$ cat src/rtl/beam_frame_sequencer_if.sv
// Valid/ready beat channel with an end-of-frame marker, shared by the four
// input channels and the aligned output of the beam frame sequencer.
interface beam_frame_sequencer_if #(
   parameter int DATA_WIDTH = 128
);
   logic [DATA_WIDTH-1:0] data;
   logic                  valid;
   logic                  last;
   logic                  ready;

   modport master (
      output data,
      output valid,
      output last,
      input  ready
   );

   modport slave (
      input  data,
      input  valid,
      input  last,
      output ready
   );
endinterface

$ cat src/rtl/beam_frame_sequencer.sv
// Aligns one beat from each of four channels into a single wide beat for the
// beamforming adder, tracks frame boundaries and swaps weights only between frames.
module beam_frame_sequencer #(
   parameter int SDATA_WIDTH  = 128,
   parameter int WEIGHT_WIDTH = 8
) (
   input  logic                              clock,
   input  logic                              resetn,
   beam_frame_sequencer_if.slave             s00_axi,
   beam_frame_sequencer_if.slave             s01_axi,
   beam_frame_sequencer_if.slave             s20_axi,
   beam_frame_sequencer_if.slave             s21_axi,
   beam_frame_sequencer_if.master            m_axi,
   input  logic [8*(WEIGHT_WIDTH+1)-1:0]     cfg_weights,
   input  logic                              cfg_valid,
   output logic                              cfg_ready,
   output logic [8*(WEIGHT_WIDTH+1)-1:0]     act_weights,
   output logic [15:0]                       frame_count,
   output logic                              align_err,
   input  logic                              err_clear,
   output logic                              busy
);

   localparam int NW    = 8;
   localparam int WBITS = NW * (WEIGHT_WIDTH + 1);

   typedef enum logic {
      W_EMPTY,
      W_PENDING
   } wstate_t;

   logic [SDATA_WIDTH-1:0]   ch_data   [4];
   logic [3:0]               ch_valid;
   logic [3:0]               ch_last;
   logic [3:0]               ch_ready;
   logic [3:0]               hand;

   logic [SDATA_WIDTH-1:0]   held_data [4];
   logic [3:0]               held_last;
   logic [3:0]               held;

   logic [4*SDATA_WIDTH-1:0] out_data;
   logic                     out_valid;
   logic                     out_last;

   logic                     fire;
   logic                     out_hs;
   logic                     mid_frame;
   logic                     mid_next;
   logic                     last_mismatch;

   wstate_t                  wstate;
   logic [WBITS-1:0]         shadow;

   assign ch_data[0] = s00_axi.data;
   assign ch_data[1] = s01_axi.data;
   assign ch_data[2] = s20_axi.data;
   assign ch_data[3] = s21_axi.data;
   assign ch_valid   = {s21_axi.valid, s20_axi.valid, s01_axi.valid, s00_axi.valid};
   assign ch_last    = {s21_axi.last, s20_axi.last, s01_axi.last, s00_axi.last};

   assign s00_axi.ready = ch_ready[0];
   assign s01_axi.ready = ch_ready[1];
   assign s20_axi.ready = ch_ready[2];
   assign s21_axi.ready = ch_ready[3];

   assign m_axi.data  = out_data;
   assign m_axi.valid = out_valid;
   assign m_axi.last  = out_last;

   // A held channel may accept again only on the edge that drains its beat into the output.
   assign fire          = (&held) && (!out_valid || m_axi.ready);
   assign ch_ready      = ~held | {4{fire}};
   assign hand          = ch_valid & ch_ready;
   assign out_hs        = out_valid && m_axi.ready;
   assign mid_next      = out_hs ? !out_last : mid_frame;
   assign last_mismatch = (|held_last) && !(&held_last);
   assign busy          = (|held) || out_valid || mid_frame;

   always_ff @(posedge clock or negedge resetn) begin
      if (!resetn) begin
         held      <= '0;
         held_last <= '0;
         for (int i = 0; i < 4; i++) begin
            held_data[i] <= '0;
         end
      end else begin
         for (int i = 0; i < 4; i++) begin
            if (hand[i]) begin
               held_data[i] <= ch_data[i];
               held_last[i] <= ch_last[i];
            end
         end
         held <= (held & ~{4{fire}}) | hand;
      end
   end

   always_ff @(posedge clock or negedge resetn) begin
      if (!resetn) begin
         out_data  <= '0;
         out_valid <= 1'b0;
         out_last  <= 1'b0;
      end else if (fire) begin
         out_data  <= {held_data[3], held_data[2], held_data[1], held_data[0]};
         out_valid <= 1'b1;
         out_last  <= held_last[0];
      end else if (out_hs) begin
         out_valid <= 1'b0;
      end
   end

   always_ff @(posedge clock or negedge resetn) begin
      if (!resetn) begin
         frame_count <= '0;
         mid_frame   <= 1'b0;
         align_err   <= 1'b0;
      end else begin
         mid_frame <= mid_next;
         if (out_hs && out_last) begin
            frame_count <= frame_count + 16'd1;
         end
         if (fire && last_mismatch) begin
            align_err <= 1'b1;
         end else if (err_clear) begin
            align_err <= 1'b0;
         end
      end
   end

   // Pending weights wait until the datapath is between frames after this edge.
   always_ff @(posedge clock or negedge resetn) begin
      if (!resetn) begin
         wstate      <= W_EMPTY;
         cfg_ready   <= 1'b1;
         shadow      <= '0;
         act_weights <= '0;
      end else begin
         case (wstate)
            W_EMPTY: begin
               if (cfg_valid) begin
                  shadow    <= cfg_weights;
                  wstate    <= W_PENDING;
                  cfg_ready <= 1'b0;
               end
            end
            W_PENDING: begin
               if (!mid_next) begin
                  act_weights <= shadow;
                  wstate      <= W_EMPTY;
                  cfg_ready   <= 1'b1;
               end
            end
            default: begin
               wstate    <= W_EMPTY;
               cfg_ready <= 1'b1;
            end
         endcase
      end
   end

endmodule

$ cat src/flat_wrapper.sv
// flat-port wrapper written by rule: the top's interface ports become plain ports
module beam_frame_sequencer_flat 
#(
   parameter int SDATA_WIDTH  = 128,
   parameter int WEIGHT_WIDTH = 8
)
  (clock, resetn, cfg_weights, cfg_valid, cfg_ready, act_weights, frame_count, align_err, err_clear, busy, s00_axi_data, s00_axi_valid, s00_axi_last, s00_axi_ready, s01_axi_data, s01_axi_valid, s01_axi_last, s01_axi_ready, s20_axi_data, s20_axi_valid, s20_axi_last, s20_axi_ready, s21_axi_data, s21_axi_valid, s21_axi_last, s21_axi_ready, m_axi_data, m_axi_valid, m_axi_last, m_axi_ready);
  beam_frame_sequencer_if #(.DATA_WIDTH((128))) s00_axi_i ();
  beam_frame_sequencer_if #(.DATA_WIDTH((128))) s01_axi_i ();
  beam_frame_sequencer_if #(.DATA_WIDTH((128))) s20_axi_i ();
  beam_frame_sequencer_if #(.DATA_WIDTH((128))) s21_axi_i ();
  beam_frame_sequencer_if #(.DATA_WIDTH(4*(128))) m_axi_i ();
  input  logic clock;
  input  logic resetn;
  input  logic [8*(WEIGHT_WIDTH+1)-1:0] cfg_weights;
  input  logic cfg_valid;
  output logic cfg_ready;
  output logic [8*(WEIGHT_WIDTH+1)-1:0] act_weights;
  output logic [15:0] frame_count;
  output logic align_err;
  input  logic err_clear;
  output logic busy;
  input wire logic [$bits(s00_axi_i.data)-1:0] s00_axi_data;
  input wire logic [$bits(s00_axi_i.valid)-1:0] s00_axi_valid;
  input wire logic [$bits(s00_axi_i.last)-1:0] s00_axi_last;
  output wire logic [$bits(s00_axi_i.ready)-1:0] s00_axi_ready;
  input wire logic [$bits(s01_axi_i.data)-1:0] s01_axi_data;
  input wire logic [$bits(s01_axi_i.valid)-1:0] s01_axi_valid;
  input wire logic [$bits(s01_axi_i.last)-1:0] s01_axi_last;
  output wire logic [$bits(s01_axi_i.ready)-1:0] s01_axi_ready;
  input wire logic [$bits(s20_axi_i.data)-1:0] s20_axi_data;
  input wire logic [$bits(s20_axi_i.valid)-1:0] s20_axi_valid;
  input wire logic [$bits(s20_axi_i.last)-1:0] s20_axi_last;
  output wire logic [$bits(s20_axi_i.ready)-1:0] s20_axi_ready;
  input wire logic [$bits(s21_axi_i.data)-1:0] s21_axi_data;
  input wire logic [$bits(s21_axi_i.valid)-1:0] s21_axi_valid;
  input wire logic [$bits(s21_axi_i.last)-1:0] s21_axi_last;
  output wire logic [$bits(s21_axi_i.ready)-1:0] s21_axi_ready;
  output wire logic [$bits(m_axi_i.data)-1:0] m_axi_data;
  output wire logic [$bits(m_axi_i.valid)-1:0] m_axi_valid;
  output wire logic [$bits(m_axi_i.last)-1:0] m_axi_last;
  input wire logic [$bits(m_axi_i.ready)-1:0] m_axi_ready;
  assign s00_axi_i.data = s00_axi_data;
  assign s00_axi_i.valid = s00_axi_valid;
  assign s00_axi_i.last = s00_axi_last;
  assign s00_axi_ready = s00_axi_i.ready;
  assign s01_axi_i.data = s01_axi_data;
  assign s01_axi_i.valid = s01_axi_valid;
  assign s01_axi_i.last = s01_axi_last;
  assign s01_axi_ready = s01_axi_i.ready;
  assign s20_axi_i.data = s20_axi_data;
  assign s20_axi_i.valid = s20_axi_valid;
  assign s20_axi_i.last = s20_axi_last;
  assign s20_axi_ready = s20_axi_i.ready;
  assign s21_axi_i.data = s21_axi_data;
  assign s21_axi_i.valid = s21_axi_valid;
  assign s21_axi_i.last = s21_axi_last;
  assign s21_axi_ready = s21_axi_i.ready;
  assign m_axi_data = m_axi_i.data;
  assign m_axi_valid = m_axi_i.valid;
  assign m_axi_last = m_axi_i.last;
  assign m_axi_i.ready = m_axi_ready;
  beam_frame_sequencer #(.SDATA_WIDTH(SDATA_WIDTH), .WEIGHT_WIDTH(WEIGHT_WIDTH)) u_core (.clock(clock), .resetn(resetn), .s00_axi(s00_axi_i), .s01_axi(s01_axi_i), .s20_axi(s20_axi_i), .s21_axi(s21_axi_i), .m_axi(m_axi_i), .cfg_weights(cfg_weights), .cfg_valid(cfg_valid), .cfg_ready(cfg_ready), .act_weights(act_weights), .frame_count(frame_count), .align_err(align_err), .err_clear(err_clear), .busy(busy));
endmodule
$ cat config.mk
export PLATFORM = sky130hd
export DESIGN_NAME = beam_frame_sequencer_flat
export DESIGN_NICKNAME = d
export VERILOG_FILES = /design/src/rtl/beam_frame_sequencer_if.sv /design/src/rtl/beam_frame_sequencer.sv /design/src/flat_wrapper.sv
export SDC_FILE = /design/constraint.sdc
export NUM_CORES = 1
export LEC_CHECK = 0
export ABC_AREA = 1
export CAP_MARGIN = 0
export CORE_AREA = 2 2 473 475
export DETAILED_ROUTE_END_ITERATION = 12
export DIE_AREA = 0 0 475 477
export PLACE_DENSITY_LB_ADDON = 0.12
export SYNTH_ARGS = -nofsm -noshare
export SYNTH_HDL_FRONTEND = slang
export SYNTH_SLANG_ARGS = --single-unit
export TNS_END_PERCENT = 20
$ cat constraint.sdc
create_clock -name clock -period 2 [get_ports clock]
set_input_delay 0.3 -clock clock [delete_from_list [all_inputs] [get_ports clock]]
set_output_delay 0.3 -clock clock [all_outputs]
set_load 0.05 [all_outputs]
Word-level counts from Yosys, hierarchy flattened:

Index checks and enable logic that the tools add are counted.

* bits in registers: 1198
* input bits: 597
* word-level logic and storage cells: 61

* add/subtract/negate cells: 1
* eq/ne operators: 2
* mux-type cells: 11
* bitwise logic cells: 8
* reduce and logical (&&, ||, !) cells: 20

Operators with widths (count)
* adder 16 x 1 -> 16 bit (second input constant): 1
* 2-to-1 mux 1 bit: 9
* bitwise AND 4 bit: 2
* NOT 4 bit: 2
* OR 4 bit: 2
* AND reduction 4 bit: 2
* OR reduction 4 bit: 2
* AND reduction 2 bit: 3
* logical AND 1 bit: 5
* != test 2 bit (second input constant): 2
* one-hot mux 1 bit (2 select lines): 2
* nonzero test 2 bit: 2
* zero test 1 bit: 3
* logical OR 1 bit: 3
* NOT 1 bit: 2

Logic depth before layout (Yosys ltp):

Gate-level depths: netlist of the first run.

* depth in word-level cells: 6
* gate-level depth with buffers: 10
* depth with buffers taken out: 9

Worst setup path after synthesis of the first run:

Ideal clock, no wire load.

* kind: reg2out
* from: register u_core.out_valid, in the netlist u_core.m_axi.valid
* to: output s01_axi_ready
* arrival: 1.625 ns
* data required time: 1.700 ns
* setup slack: 0.075 ns
* stages on the path, launching flop included: 5
* path through: dfrtp_1 > nand2_1 > nand2_1 > nand2_1 > clkbuf_1

* longest elaborated chain between the ends: 4

Ends and longest elaborated chain
* from (decl): RTL line beam_frame_sequencer.sv:43 `logic out_valid;`
* from (signal assigned): RTL line beam_frame_sequencer.sv:101 `out_valid <= 1'b0;`
* from (signal assigned): RTL line beam_frame_sequencer.sv:105 `out_valid <= 1'b1;`
* from (signal assigned): RTL line beam_frame_sequencer.sv:108 `out_valid <= 1'b0;`
* zero test 1 bit: RTL line beam_frame_sequencer.sv:72 `assign fire = (&held) && (!out_valid || m_axi.ready);`
* logical OR 1 bit: RTL line beam_frame_sequencer.sv:72
* logical AND 1 bit: RTL line beam_frame_sequencer.sv:72
* OR 4 bit: RTL line beam_frame_sequencer.sv:73 `assign ch_ready = ~held | {4{fire}};`
* to (decl): RTL line flat_wrapper.sv:30 `output wire logic [$bits(s01_axi_i.ready)-1:0] s01_axi_ready;`

No other way between the ends.

Final worst setup path of the first run:

* from: register u_core.held[1]
* to: output s00_axi_ready

* longest elaborated chain between the ends: 3

Ends and longest elaborated chain
* from (decl): RTL line beam_frame_sequencer.sv:40 `logic [3:0] held;`
* from (signal assigned): RTL line beam_frame_sequencer.sv:94 `held <= (held & ~{4{fire}}) | hand;`
* AND reduction 4 bit: RTL line beam_frame_sequencer.sv:72
* logical AND 1 bit: RTL line beam_frame_sequencer.sv:72
* OR 4 bit: RTL line beam_frame_sequencer.sv:73
* to (decl): RTL line flat_wrapper.sv:26 `output wire logic [$bits(s00_axi_i.ready)-1:0] s00_axi_ready;`

No other way between the ends.

==> impl_metrics.py, run 1 <==
metrics = {
    "status": {
        "status": "finished, violations left",
        "failed_checks": "setup timing",
    },
    "yosys": {
        "yosysUniqueCellTypes": 25,
        "synthXorXnorAreaFrac": 0.00133,
        "synth_most_common_cell": "nand2_1",
        "synth_warnings": 0,
        "yosys.area.top_type": "dfrtp_1",
        "synthTopCellsByCount": "2904 x nand2_1, 1197 x dfrtp_1, 565 x nand3_1",
        "synth_edf_count": 0,
        "synthTopCellsByArea": "dfrtp_1 65%, nand2_1 24%, nand3_1 6.1%",
        "synth_compound_area_frac": 0.00781,
        "synth_top_area_share": 0.651,
        "syn_nets": 5754,
        "synth_top_family_by_area": "simple AND/OR/NAND/NOR gates",
        "asyncSetResetFlopFracSynth": 1.00,
        "yosysSeqAreaShare": 0.652,
        "synth_area_sq_um": 46000,
        "synth_fa_ha_area_frac": 0.000272,
        "synth_flop_cell": "dfrtp_1",
        "syn_area_per_cell_sq_um": 8.92,
        "synth-simple-area-share": 0.302,
        "muxShareOfSynthArea": 0,
        "ys_ff_latch": 1198,
        "syn_inst": 5156,
    },
    "power": {
        "p_per_area_nw_per_um2": 2010,
        "p_leak_nw": 35.4,
        "fin_total_pwr_mw": 140,
        "irDropWorstVdd_mv": 0.879,
    },
    "placed_design": {
        "dpl_cell_area_sq_um": 63000,
        "dp.cells": 9275,
        "dp_hpwl_um": 152000,
        "gp_congestion": 0.849,
        "port_buffers": 1205,
        "dp_slack_ns": -0.162,
    },
    "global_route": {
        "grt_first_pass_wirelength_um": 297000,
        "grt_max_degree": 78,
        "first_global_vias": 40876,
        "overflow": 0,
        "grtUsageTotal": 0.178,
        "grt_antenna_before_repair": 84,
    },
    "sta": {
        "finalCritPeriodShare": 1.15,
        "timing.hold.ws_ns": 0.0688,
        "worst_pin_slew_ns": 0.614,
        "fin_setup_tns_ns": -1.15,
        "finalHoldViolations": 0,
        "fin_crit_ns": 2.29,
        "max_freq_mhz": 436,
        "finalSetupViolations": 5,
        "slew_headroom": 0.591,
        "slew_viol_final": 0,
        "fin_worst_skew_ns": 0.0397,
        "rsz0062_at_grt": "yes",
        "setup_ws_ns": -0.293,
    },
    "worst_setup_path": {
        "r2r_cells": 10,
        "rr_startpoint": "u_core.held[1]",
        "timing.critical_path.from_type": "flop",
        "required_ns": 1.70,
        "cp-endpoint": "s00_axi_ready",
        "cp-end-kind": "primary output",
        "worstReg2RegEnd": "u_core.held_data[447]",
        "arrival_ns": 1.99,
        "rrSetupSlack_ns": 0.11,
        "worstSetupPathType": "reg -> out",
        "path_max_fanout": 4,
        "crit_path_start": "u_core.held[1]",
    },
    "detailed_routing": {
        "firstDrtPassIters": 5,
        "routed_wl_um": 205000,
        "drtAntennaViolNets": 0,
        "wl_per_cell_um": 21.2,
        "via_count": 39445,
        "via_per_inst": 4.09,
        "route.detailed.drc": 0,
        "drt_iter0_markers": 2345,
    },
    "cts": {
        "clockBufferDepth": 3,
        "htreeDepth": 4,
        "clock_latency_ns": 0.78,
        "cts_tree": "yes",
        "cts_made_buffers": 153,
        "cts_root_buf": "clkbuf_16",
        "clkTransAtPathRegs_ns": 0.05,
        "clock_sinks": 1198,
    },
    "floorplan": {
        "fp.dieH_um": 477,
        "fp-row-count": 173,
        "dieArea_sq_um": 227000,
        "io_pins": 1206,
        "initial_utilization": 0.208,
        "coreArea_sq_um": 221000,
        "die_w_um": 475,
    },
    "final_layout": {
        "syn_to_final_growth_pct": 50.8,
        "fin_area_sq_um": 69400,
        "fin_cells": 9649,
        "final_nets": 7136,
        "post-route-util": 0.313,
        "nFillCells": 23481,
        "drive_gt1_frac": 0.161,
    },
    "min_path": {
        "hold_class": "in -> async",
    },
    "flow_run": {
        "max-cap-violations": 0,
    },
}
## report_power, final
group,internal [mW],switching (mW)
Clock,15.9,11.3
Sequential,35.7,6.58
Combinational,22.3,47.9
Total,73.8,65.8
## sequential cells by signal, indices dropped and copies added, names as in the netlist
| name | flops |
|---|---|
| u_core.held_last | 4 |
| u_core.m_axi.data | 512 |
| u_core.m_axi.last | 1 |
| u_core.held | 4 |
| u_core.shadow | 72 |
| u_core.mid_frame | 1 |
| u_core.cfg_ready | 1 |
| u_core.m_axi.valid | 1 |
| u_core.frame_count | 16 |
| u_core.act_weights | 72 |
| u_core.align_err | 1 |
| u_core.held_data | 512 |
| u_core.wstate | 1 |
## final cells by class
type / instances / area (sq um) / share of cell area
well taps: 2975 / 3720 / 0.0537
diodes: 28 / 70.1 / 0.00101
repair buffers: 1548 / 16000 / 0.231
flip-flops and latches: 1198 / 30000 / 0.432
clock buffers: 233 / 4530 / 0.0654
inverters: 59 / 229 / 0.00330
multi-input cells: 3578 / 14500 / 0.209
clock inverters: 30 / 358 / 0.00516
## worst min-delay path by stage
stage	start	endpoint	cells past startpoint
floorplan	resetn	u_core.act_weights[0]	0
global placement	resetn	u_core.act_weights[0]	1
detailed placement	resetn	u_core.act_weights[0]	1
CTS	s00_axi_data[37]	u_core.held_data[421]	3
global route	s00_axi_data[98]	u_core.held_data[482]	3
finish	resetn	u_core.act_weights[0]	2
## kinds of logic after synthesis
group           Yosys count
simple gates           3499
flops                  1198
buf+inv                 380
compound gates           71
xor+xnor                  7
fa+ha+maj                 1
## metal layers
metal | vias up | global-route usage | routed length [um]
li1 | 18858 | - | -
met1 | 19010 | 0.213 | 83000
met2 | 1149 | 0.294 | 97000
met3 | 348 | 0.0697 | 18500
met4 | 80 | 0.0518 | 5810
met5 | - | 0 | 486
## critical path, cell delays in order, from the launching register on
cell     delay (ns)
dfrtp_2        0.46
nand2_4        0.10
nor2_4         0.11
nand2_4        0.07
buf_12         0.15
nand2_8        0.07
buf_12         0.11
buf_12         0.13
## timing repair
action / 4_1_cts / 5_1_grt
hold buffers: 76 / 0
endpoints found under the hold margin: 757 / 0
pin swaps: 6 / 1
resized for setup: 901 / 65
endpoints found under the setup margin: 1332 / 445
setup buffers: 8 / 3
gates cloned: 1 / 0
## cell usage in the layout, fill, tap and decap left out, types with 6 or more instances in the layout
cell type,netlist,layout
nand3_1,565,565
clkbuf_1,140,43
clkinv_2,0,12
inv_1,57,57
clkbuf_8,0,34
nand2_1,2904,2892
o21ai_0,66,66
clkbuf_16,0,156
clkdlybuf4s50_1,0,591
nand2_4,0,6
buf_4,10,425
dlygate4sd3_1,0,76
buf_12,0,102
clkdlybuf4s15_2,0,290
dlymetal6s2s_1,0,49
nor2_1,22,19
diode_2,0,28
dfrtp_1,1197,1196
buf_6,5,7
Power figures use the tool's default switching activity.
==> run 2, diff against run 1 <==
--- a/config.mk
+++ b/config.mk
@@ -6,10 +6,11 @@
 export NUM_CORES = 1
 export LEC_CHECK = 0
 export ABC_AREA = 1
-export CAP_MARGIN = 0
+export CAP_MARGIN = 10
 export CORE_AREA = 2 2 473 475
 export DETAILED_ROUTE_END_ITERATION = 12
 export DIE_AREA = 0 0 475 477
+export GPL_ROUTABILITY_DRIVEN = 0
 export PLACE_DENSITY_LB_ADDON = 0.12
 export SYNTH_ARGS = -nofsm -noshare
 export SYNTH_HDL_FRONTEND = slang
==> results of run 2 <==
Same layout as run 1: the final DEF is identical, and so are final timing and power.
==> run 3, diff against run 2 <==
--- a/config.mk
+++ b/config.mk
@@ -8,10 +8,11 @@
 export ABC_AREA = 1
 export CAP_MARGIN = 10
 export CORE_AREA = 2 2 473 475
+export CTS_CLUSTER_DIAMETER = 30
 export DETAILED_ROUTE_END_ITERATION = 12
 export DIE_AREA = 0 0 475 477
 export GPL_ROUTABILITY_DRIVEN = 0
-export PLACE_DENSITY_LB_ADDON = 0.12
+export PLACE_DENSITY_LB_ADDON = 0.08
 export SYNTH_ARGS = -nofsm -noshare
 export SYNTH_HDL_FRONTEND = slang
 export SYNTH_SLANG_ARGS = --single-unit
==> run 3 against run 2 <==
  * The flow still finishes with violations (setup timing)
  * Worst setup slack got worse by 0.084 ns
  * Clock skew rose by 0.062 ns
  * Count of clock-buffer cells in the layout rose by 339
  * Core utilization rose by 5.0 points
  * Largest cell class unchanged
  * Via count rose by 8.5%
  * Sequential share of layout area fell by 5.9 points
  * Combinational power barely moved
  * Die area did not move
  * Total power rose by 23%
  * Critical path type unchanged
==> impl_metrics.py, run 3 (synthesis gave the netlist of run 1 again) <==
metrics = {
    "cts": {
        "cts_root_buf": "clkbuf_16",
        "clock_latency_ns": 0.95,
        "clockBufferDepth": 4,
        "clkTransAtPathRegs_ns": 0.04,
        "cts_made_buffers": 395,
        "htreeDepth": 5,
        "clock_sinks": 1198,
        "cts_tree": "yes",
    },
    "final_layout": {
        "syn_to_final_growth_pct": 74.8,
        "nFillCells": 22840,
        "mostFrequentLayoutCells": "2893 x nand2_1, 1190 x dfrtp_1, 591 x clkdlybuf4s50_1",
        "fin_area_sq_um": 80400,
        "final_nets": 7862,
        "mostFrequentLayoutCell": "nand2_1",
        "drive_gt1_frac": 0.199,
        "post-route-util": 0.363,
    },
    "sta": {
        "finalSetupViolations": 5,
        "setup_ws_ns": -0.377,
        "slew_headroom": 0.670,
        "fin_worst_skew_ns": 0.101,
        "finalCritPeriodShare": 1.19,
        "max_freq_mhz": 421,
        "fin_crit_ns": 2.38,
        "finalHoldViolations": 0,
        "worst_pin_slew_ns": 0.495,
        "rsz0062_at_grt": "yes",
        "slew_viol_final": 0,
    },
    "power": {
        "p_comb_frac": 0.409,
        "p_leak_nw": 41.0,
        "p_int_mw": 100,
        "clkPwrFrac": 0.346,
        "seq_power_share": 0.245,
        "fin_total_pwr_mw": 172,
        "p_sw_mw": 71.9,
        "p_per_area_nw_per_um2": 2140,
        "irDropWorstVdd_mv": 0.854,
        "p_sw_frac": 0.417,
    },
    "floorplan": {
        "initial_utilization": 0.208,
        "dieArea_sq_um": 227000,
        "fp.dieH_um": 477,
        "io_pins": 1206,
        "coreArea_sq_um": 221000,
        "die_w_um": 475,
        "fp-row-count": 173,
    },
    "detailed_routing": {
        "wl_per_cell_um": 20.3,
        "via_count": 42811,
        "firstDrtPassIters": 8,
        "routed_wl_um": 215000,
        "drtAntennaViolNets": 0,
        "via_per_inst": 4.05,
        "drt_iter0_markers": 2357,
        "route.detailed.drc": 0,
    },
    "global_route": {
        "overflow": 0,
        "grt_antenna_before_repair": 71,
        "first_global_vias": 45599,
        "grt_max_degree": 79,
        "grt_first_pass_wirelength_um": 315000,
        "grtUsageTotal": 0.187,
    },
    "worst_setup_path": {
        "worstSetupPathType": "reg -> out",
        "cp_num_buf_inv": 2,
        "cp_slowest_stage_delay_ns": 0.44,
        "cp_top_family": "simple AND/OR/NAND/NOR gates",
        "arrival_ns": 2.08,
        "cp-end-kind": "primary output",
        "timing.critical_path.from_type": "flop",
        "path_max_fanout": 6,
        "worst_path_max_delay_cell": "dfrtp_2",
        "required_ns": 1.70,
        "worstPathCellList": "nand2_4, nor2_4, nand2_8, nand2_8, buf_12, buf_12",
    },
    "placed_design": {
        "dp_slack_ns": -0.159,
        "port_buffers": 1205,
        "dp_hpwl_um": 154000,
        "dpl_cell_area_sq_um": 63100,
    },
    "status": {
        "status": "finished, violations left",
        "failed_checks": "setup timing",
    },
    "flow_run": {
        "max-cap-violations": 0,
    },
    "min_path": {
        "hold_class": "in -> reg",
    },
}
run 3: cell count changes in the layout (fill, tap and decap cells not counted), sizes merged:
cell and change:
dlygate4sd3 +485, bufinv +30, diode +8, inv +2
clkdlybuf4s15 -290, clkbuf +453, clkinvlp -3, dlymetal6s2s -49
clkinv +52, buf +224
run 3: final timing paths:
kind,startpoint,end,slack [ns],cells after the start
max reg2reg,u_core.held[1],u_core.held_data[100],0.06,11
max in group asynchronous,resetn,u_core.m_axi.data[109],1.13,4
max,u_core.held[1],s20_axi_ready,-0.38,6
min,s00_axi_data[22],u_core.held_data[406],0.07,3
min in group asynchronous,resetn,u_core.m_axi.data[330],0.20,3
min reg2reg,u_core.held_data[342],u_core.m_axi.data[214],0.42,2
run 3: layout make-up:
| type | count | area (sq um) | share of cell area |
|---|---|---|---|
| Antenna cell | 36 | 90.1 | 0.00112 |
| Clock buffer | 572 | 11500 | 0.143 |
| Clock inverter | 111 | 1460 | 0.0182 |
| Inverter | 59 | 229 | 0.00285 |
| Multi-Input combinational cell | 3578 | 14500 | 0.180 |
| Sequential cell | 1198 | 30000 | 0.373 |
| Tap cell | 2975 | 3720 | 0.0463 |
| Timing Repair Buffer | 2032 | 19000 | 0.236 |
run 3: power groups by stage:
stage / combinational [mW] / clock, mW / sequential, mW
2_1_floorplan: 24.0 / 0 / 58.3
3_3_place_gp: 72.6 / 0 / 42.4
3_5_place_dp: 72.9 / 0 / 42.5
4_1_cts: 72.9 / 60.9 / 42.3
5_1_grt: 77.1 / 62.4 / 43.6
6_report: 70.5 / 59.7 / 42.2
run 3: layer usage:
layer	vias to the layer above	routed length [um]	GRT usage
met4	52	7290	0.0673
li1	20480	-	-
met5	-	314	0
met1	20435	85900	0.217
met3	437	19500	0.0750
met2	1407	102000	0.309
run 3: stage by stage:
step,hold slack (ns),instances,TNS (ns)
floorplan,0.00441,5156,0
global placement,0.233,9271,-15.84
detailed placement,0.240,9271,-27.90
CTS,0.000845,10525,-73.62
global route,0.0245,10545,-3.80
finish,0.0696,10561,-1.64
run 3: worst register-to-register path: cells and delay by family (launching register included):
| family | cells | cell delay [ns] |
|---|---|---|
| and+or+nand+nor | 7 | 0.67 |
| buffers and inverters | 4 | 0.69 |
| DFF | 1 | 0.44 |
run 3: repair_timing:
| item | CTS | global route |
|---|---|---|
| hold buffers | 562 | 0 |
| cloned | 0 | 0 |
| endpoints found under the hold margin | 1716 | 0 |
| pin swaps | 7 | 2 |
| resized for setup | 1055 | 280 |
| setup buffers | 13 | 0 |
| endpoints found under the setup margin | 530 | 545 |
